File: src/rtl/wb_bridge_master.sv
// Wishbone single-cycle master fed by a small command FIFO.
// Each queued command becomes one bus cycle and then one response. A per-cycle
// ACK timeout keeps a hung slave from stalling the queue.
module wb_bridge_master #(
    parameter int ADDRWIDTH      = 17,
    parameter int DATAWIDTH      = 32,
    parameter int FIFO_DEPTH     = 4,
    parameter int TIMEOUT_CYCLES = 255
) (
    input  logic                 WB_CLK,
    input  logic                 WB_RST,
    // command side
    input  logic                 cmd_valid,
    output logic                 cmd_ready,
    input  logic                 cmd_we,
    input  logic [ADDRWIDTH-1:0] cmd_adr,
    input  logic [3:0]           cmd_byte_stb,
    input  logic [DATAWIDTH-1:0] cmd_wdat,
    // response side
    output logic                 rsp_valid,
    input  logic                 rsp_ready,
    output logic                 rsp_we,
    output logic [DATAWIDTH-1:0] rsp_rdat,
    output logic                 rsp_err,
    // Wishbone master side
    output logic [ADDRWIDTH-1:0] WBs_ADR_o,
    output logic                 WBs_CYC_o,
    output logic                 WBs_STB_o,
    output logic                 WBs_WE_o,
    output logic                 WBs_RD_o,
    output logic [3:0]           WBs_BYTE_STB_o,
    output logic [DATAWIDTH-1:0] WBs_WR_DAT_o,
    input  logic [DATAWIDTH-1:0] WBs_RD_DAT_i,
    input  logic                 WBs_ACK_i,
    output logic                 busy_o
);

    localparam int PTR_W = $clog2(FIFO_DEPTH);
    localparam logic [15:0]  TO_LAST = 16'(TIMEOUT_CYCLES - 1);
    localparam logic [PTR_W:0] FULL_COUNT = (PTR_W + 1)'(FIFO_DEPTH);

    typedef struct packed {
        logic                 we;
        logic [ADDRWIDTH-1:0] adr;
        logic [3:0]           stb;
        logic [DATAWIDTH-1:0] wdat;
    } cmd_t;

    typedef enum logic [1:0] {IDLE, BUS, RESP} state_t;

    state_t            state, state_next;
    cmd_t              fifo_mem [FIFO_DEPTH];
    logic [PTR_W-1:0]  wr_ptr, rd_ptr;
    logic [PTR_W:0]    count;
    logic              full, empty, push, pop;
    logic              bus_we;
    logic [15:0]       to_cnt;
    logic              bus_ok, bus_timeout;

    assign full      = (count == FULL_COUNT);
    assign empty     = (count == '0);
    assign cmd_ready = ~full;
    assign push      = cmd_valid & ~full;

    // Queue storage: data only, qualified by the pointers and count.
    // NOTE: storage array has no reset; count==0 already marks every entry invalid,
    // and leaving it out keeps the array mappable to plain RAM/flops without reset.
    always_ff @(posedge WB_CLK) begin
        if (push) begin
            fifo_mem[wr_ptr] <= '{we: cmd_we, adr: cmd_adr, stb: cmd_byte_stb, wdat: cmd_wdat};
        end
    end

    // Queue pointers and occupancy; pointers wrap naturally because depth is a power of 2.
    // NOTE: all state is updated with non-blocking assignments so every register
    // samples pre-edge values regardless of statement order.
    always_ff @(posedge WB_CLK) begin
        if (WB_RST) begin
            wr_ptr <= '0;
            rd_ptr <= '0;
            count  <= '0;
        end else begin
            if (push) wr_ptr <= wr_ptr + 1'b1;
            if (pop)  rd_ptr <= rd_ptr + 1'b1;
            case ({push, pop})
                2'b10:   count <= count + 1'b1;
                2'b01:   count <= count - 1'b1;
                default: count <= count;
            endcase
        end
    end

    // FSM state register.
    always_ff @(posedge WB_CLK) begin
        if (WB_RST) state <= IDLE;
        else        state <= state_next;
    end

    // Next-state decode plus the one-cycle strobes that steer the datapath.
    // NOTE: every output of this block gets a default first, so no path can infer a latch.
    always_comb begin
        state_next  = state;
        pop         = 1'b0;
        bus_ok      = 1'b0;
        bus_timeout = 1'b0;
        case (state)
            IDLE: begin
                if (!empty) begin
                    pop        = 1'b1;
                    state_next = BUS;
                end
            end
            BUS: begin
                if (WBs_ACK_i) begin
                    bus_ok     = 1'b1;
                    state_next = RESP;
                end else if (to_cnt == TO_LAST) begin
                    bus_timeout = 1'b1;
                    state_next  = RESP;
                end
            end
            RESP: begin
                if (rsp_ready) state_next = IDLE;
            end
            default: state_next = IDLE;
        endcase
    end

    // Bus command registers, timeout counter and response capture.
    always_ff @(posedge WB_CLK) begin
        if (WB_RST) begin
            bus_we         <= 1'b0;
            WBs_ADR_o      <= '0;
            WBs_BYTE_STB_o <= '0;
            WBs_WR_DAT_o   <= '0;
            to_cnt         <= '0;
            rsp_we         <= 1'b0;
            rsp_rdat       <= '0;
            rsp_err        <= 1'b0;
        end else begin
            if (pop) begin
                bus_we         <= fifo_mem[rd_ptr].we;
                WBs_ADR_o      <= fifo_mem[rd_ptr].adr;
                WBs_BYTE_STB_o <= fifo_mem[rd_ptr].stb;
                WBs_WR_DAT_o   <= fifo_mem[rd_ptr].wdat;
                to_cnt         <= '0;
            end else if (state == BUS && !WBs_ACK_i && to_cnt != TO_LAST) begin
                to_cnt <= to_cnt + 1'b1;
            end
            if (bus_ok) begin
                rsp_we   <= bus_we;
                rsp_rdat <= bus_we ? '0 : WBs_RD_DAT_i;
                rsp_err  <= 1'b0;
            end else if (bus_timeout) begin
                rsp_we   <= bus_we;
                rsp_rdat <= '0;
                rsp_err  <= 1'b1;
            end
        end
    end

    // Bus controls are a decode of the registered state, so they drop on the
    // same edge that leaves BUS (ACK, timeout or reset).
    assign WBs_CYC_o = (state == BUS);
    assign WBs_STB_o = (state == BUS);
    assign WBs_WE_o  = (state == BUS) &  bus_we;
    assign WBs_RD_o  = (state == BUS) & ~bus_we;
    assign rsp_valid = (state == RESP);
    assign busy_o    = (state != IDLE) | ~empty;

endmodule

File: config.mk
export PLATFORM = sky130hd
export DESIGN_NAME = wb_bridge_master
export DESIGN_NICKNAME = d
export VERILOG_FILES = /design/src/rtl/wb_bridge_master.sv
export SDC_FILE = /design/constraint.sdc
export NUM_CORES = 1
export LEC_CHECK = 0
export BUFFER_PORTS_ARGS = -buffer_cell sky130_fd_sc_hd__buf_2
export CAP_MARGIN = 20
export CORE_MARGIN = 4
export CORE_UTILIZATION = 53
export CTS_BUF_LIST = sky130_fd_sc_hd__clkbuf_4 sky130_fd_sc_hd__clkbuf_8
export CTS_CLUSTER_DIAMETER = 30
export CTS_CLUSTER_SIZE = 40
export DETAILED_ROUTE_END_ITERATION = 8
export PLACE_DENSITY = 0.89
export SLEW_MARGIN = 20
export SYNTH_ARGS = -nofsm -noshare
export SYNTH_HDL_FRONTEND = slang
export SYNTH_SLANG_ARGS = --single-unit
File: constraint.sdc
create_clock -name WB_CLK -period 2.1 [get_ports WB_CLK]
set_input_delay 0.21 -clock WB_CLK [delete_from_list [all_inputs] [get_ports WB_CLK]]
set_output_delay 0.21 -clock WB_CLK [all_outputs]
set_load 0.02 [all_outputs]
==> summary.md <==
| Metric | Value |
|---|---|
| Max Clk Rate | `473.5 MHz` |
| CTS HTree Levels | `2` |
| Top Ports | `185` |
| Combinational share of power | `26.6%` |
| Crit path max fanout | `2` |
| Port Buf Inserts | `184` |
| Pre-CTS setup slack | `0.02434 ns` |
| Initial core utilization | `53.98%` |
| EDFF count, synth | `216` |
| Failing checks | `setup timing` |
| Syn Inst Count | `835` |
| GRT Overall Usage | `22.48%` |
| Metal-1 WL | `11.13 mm` |
| Seq pwr share | `43.0%` |
| Netlist cell types | `47` |
| Synth Flop Type | `edfxtp_1` |
| HP Class | `input pin to register` |
| Layout cells sized above 1 | `33.25%` |
| Register area share after synthesis | `71.37%` |
| Int Power | `13.18 mW` |
| Arr. time, crit path | `2.59 ns` |
| Met2 wire length | `15.13 mm` |
| Slew Limit Headroom | `51.83%` |
| Synth warn | `0` |
| Largest net degree at the start of global routing | `81` |
| Vias in the first global route | `8693` |
| Clock sink total | `329` |
| Avg WL per Cell | `19.67 µm` |
| Grt ovf | `0` |
| Most frequent cells in the layout | `216 x edfxtp_1, 183 x buf_2, 154 x nand2_1` |
| Switching Fraction | `33.36%` |
| Worst slew pin tran | `0.7226 ns` |
| Most common cell after layout, fill and taps aside | `edfxtp_1` |
| Post-synth ARST share | `0%` |
| Clk slew on worst S/H paths | `0.06 ns` |
| Core area | `22710 µm²` |
| Die height | `160.1 µm` |
| Synthesized area | `12260 µm²` |
| Critical Path End Type | `register` |
| Iter 0 DRT Violations | `711` |
| Die ar. | `25630 µm²` |
| Net load switching power | `6.599 mW` |
| Average vias per placed instance | `5.529` |
| Required @ worst endpoint | `2.58 ns` |
| Final setup violation count | `1` |
| Hpwl dp | `16.50 mm` |
| RSZ-0062 raised after global routing | `true` |
| Pins Over Slew Limit | `0` |
| First-pass GRT wire length | `46.10 mm` |
| Peak supply drop | `1.077 mV` |
| Final nets | `1243` |
| Crit share post-route | `100.6%` |
| Startpoint types | `register` |
| Std-Cell Rows | `55` |
| Hold Vio Cnt, Final | `0` |
| Routed vias | `8167` |
| Synthesized net count | `934` |
| Hold WS | `0.1518 ns` |
| Tmin final | `2.112 ns` |
| Num CTS Buffers | `56` |
| Post-Route Skew | `0.03183 ns` |
| LEAKAGE | `5.776 nW` |
| Top routing layer in use | `met4` |
| TritonRoute pass-1 iters | `6` |
| CTS root buf | `clkbuf_8` |
| Antenna violations before repair | `1` |
| Mapped Avg Cell Area | `14.68 µm²` |
| Clock buffer depth | `3` |
| Reg-to-reg startpoint | `count[1]` |
| Power Density | `1258 nW/µm²` |
| Crit path kind | `register to register` |
| Final worst slack | `-0.01192 ns` |
| Met3 wire length | `2.079 mm` |
| Min-delay src | `cmd_valid` |
| DRC Markers | `0` |
| Critical Path Source | `count[1]` |
| Clock Power Share | `30.4%` |
| CTS tree | `done` |
| Flops & latches, synth | `329` |
| Routability cong. | `0.8118` |
| Clock latency on the worst-skew pair | `0.58 ns` |
| Area Growth Syn to Fin | `28.23%` |
| Status | `finished, violations left` |
| Max Cap Viol | `0` |
| Antenna Nets Post-Route | `0` |
| WL final | `29.05 mm` |
| Die Span X | `160.1 µm` |
power by group through the flow:
stage / sequential, mW / combinational, mW / clock, mW
final: 8.51 / 5.27 / 6.01
after CTS: 8.49 / 5.27 / 6.09
after detailed placement: 8.62 / 5.11 / 0
after global routing: 8.60 / 5.72 / 6.47
after global placement: 8.54 / 4.99 / 0
after floorplan: 9.15 / 2.78 / 0
final timing paths:
path             endpoint  slack, ns  cells past startpoint
min             wr_ptr[1]       0.15                      5
max reg2reg      count[2]      -0.01                      9
max              count[2]      -0.01                      9
min reg2reg  WBs_ADR_o[2]       0.45                      2
final cells by class:
class	count	area, µm²
diodes	1	2.502
clock buffers	65	863.3
clock inverters	40	351.6
fillers	1455	6990
inverters	10	40.04
multi-input cells	446	3268
flip-flops and latches	329	8756
well taps	285	356.6
repair buffers	301	2081
sequential cells by signal, summed over array words and instances (netlist names):
register and cells:
WBs_ADR_o 17, WBs_BYTE_STB_o 4, WBs_WR_DAT_o 32, bus_we 1
count 3, fifo_mem 216, rd_ptr 2, rsp_err 1
rsp_rdat 32, rsp_we 1, state 2, to_cnt 16
wr_ptr 2
layer usage:
metal / track usage, % / up-vias
met4: 8.017 / 0
li1: - / 3750
met2: 40.17 / 362
met5: 0 / -
met3: 5.084 / 59
met1: 26.82 / 3996
worst max-delay path, cell delays in order, from the launching register on:
cell	delay, ns
dfxtp_2	0.32
or3b_4	0.39
and2_4	0.16
inv_4	0.06
ha_4	0.14
inv_2	0.04
fa_2	0.33
xor2_1	0.16
or3_1	0.31
a21oi_1	0.12
cell usage after synthesis, types with 3 or more instances:
cell	number	share of area, %
inv_1	10	0.31
and2_1	5	0.26
mux4_2	54	9.9
buf_2	17	0.69
xor2_1	3	0.21
nand4_1	6	0.31
o21ai_1	4	0.16
or3_1	7	0.36
ha_1	7	0.71
clkbuf_1	21	0.64
edfxtp_1	216	53
nor2_1	16	0.49
xnor2_1	6	0.43
nand3_1	5	0.20
a21oi_1	98	4.0
or4_1	4	0.24
and3_1	4	0.20
nand2_1	155	4.7
buf_1	8	0.24
dfxtp_1	113	18
o21ai_0	39	1.6
cells by family after synthesis:
kind of cell / Yosys count / synth area share, %
mux: 55 / 10.00
simple gates: 223 / 8.411
buf+inv: 60 / 2.195
fa+ha+maj: 8 / 0.8778
xor+xnor: 9 / 0.6431
compound gates: 151 / 6.502
flops: 329 / 71.37
per-stage QoR:
stage,instances,TNS (ns),utilization [%],power [mW],instance area [µm²]
floorplan,835,0,-,11.93,12290
global placement,1280,0,59.84,13.53,13590
detailed placement,1280,0,59.84,13.73,13590
CTS,1476,-0.01455,69.19,19.86,15710
global route,1477,-0.07618,69.22,20.79,15720
finish,1477,-0.01192,69.22,19.78,15720
what timing repair did:
item / 4_1_cts / 5_1_grt
hold buffers: 90 / 0
setup buffers: 1 / 0
resized for setup: 1 / 1
setup endpoints to repair: 1 / 2
endpoints found under the hold margin: 254 / 0
Power figures use the tool's default switching activity.
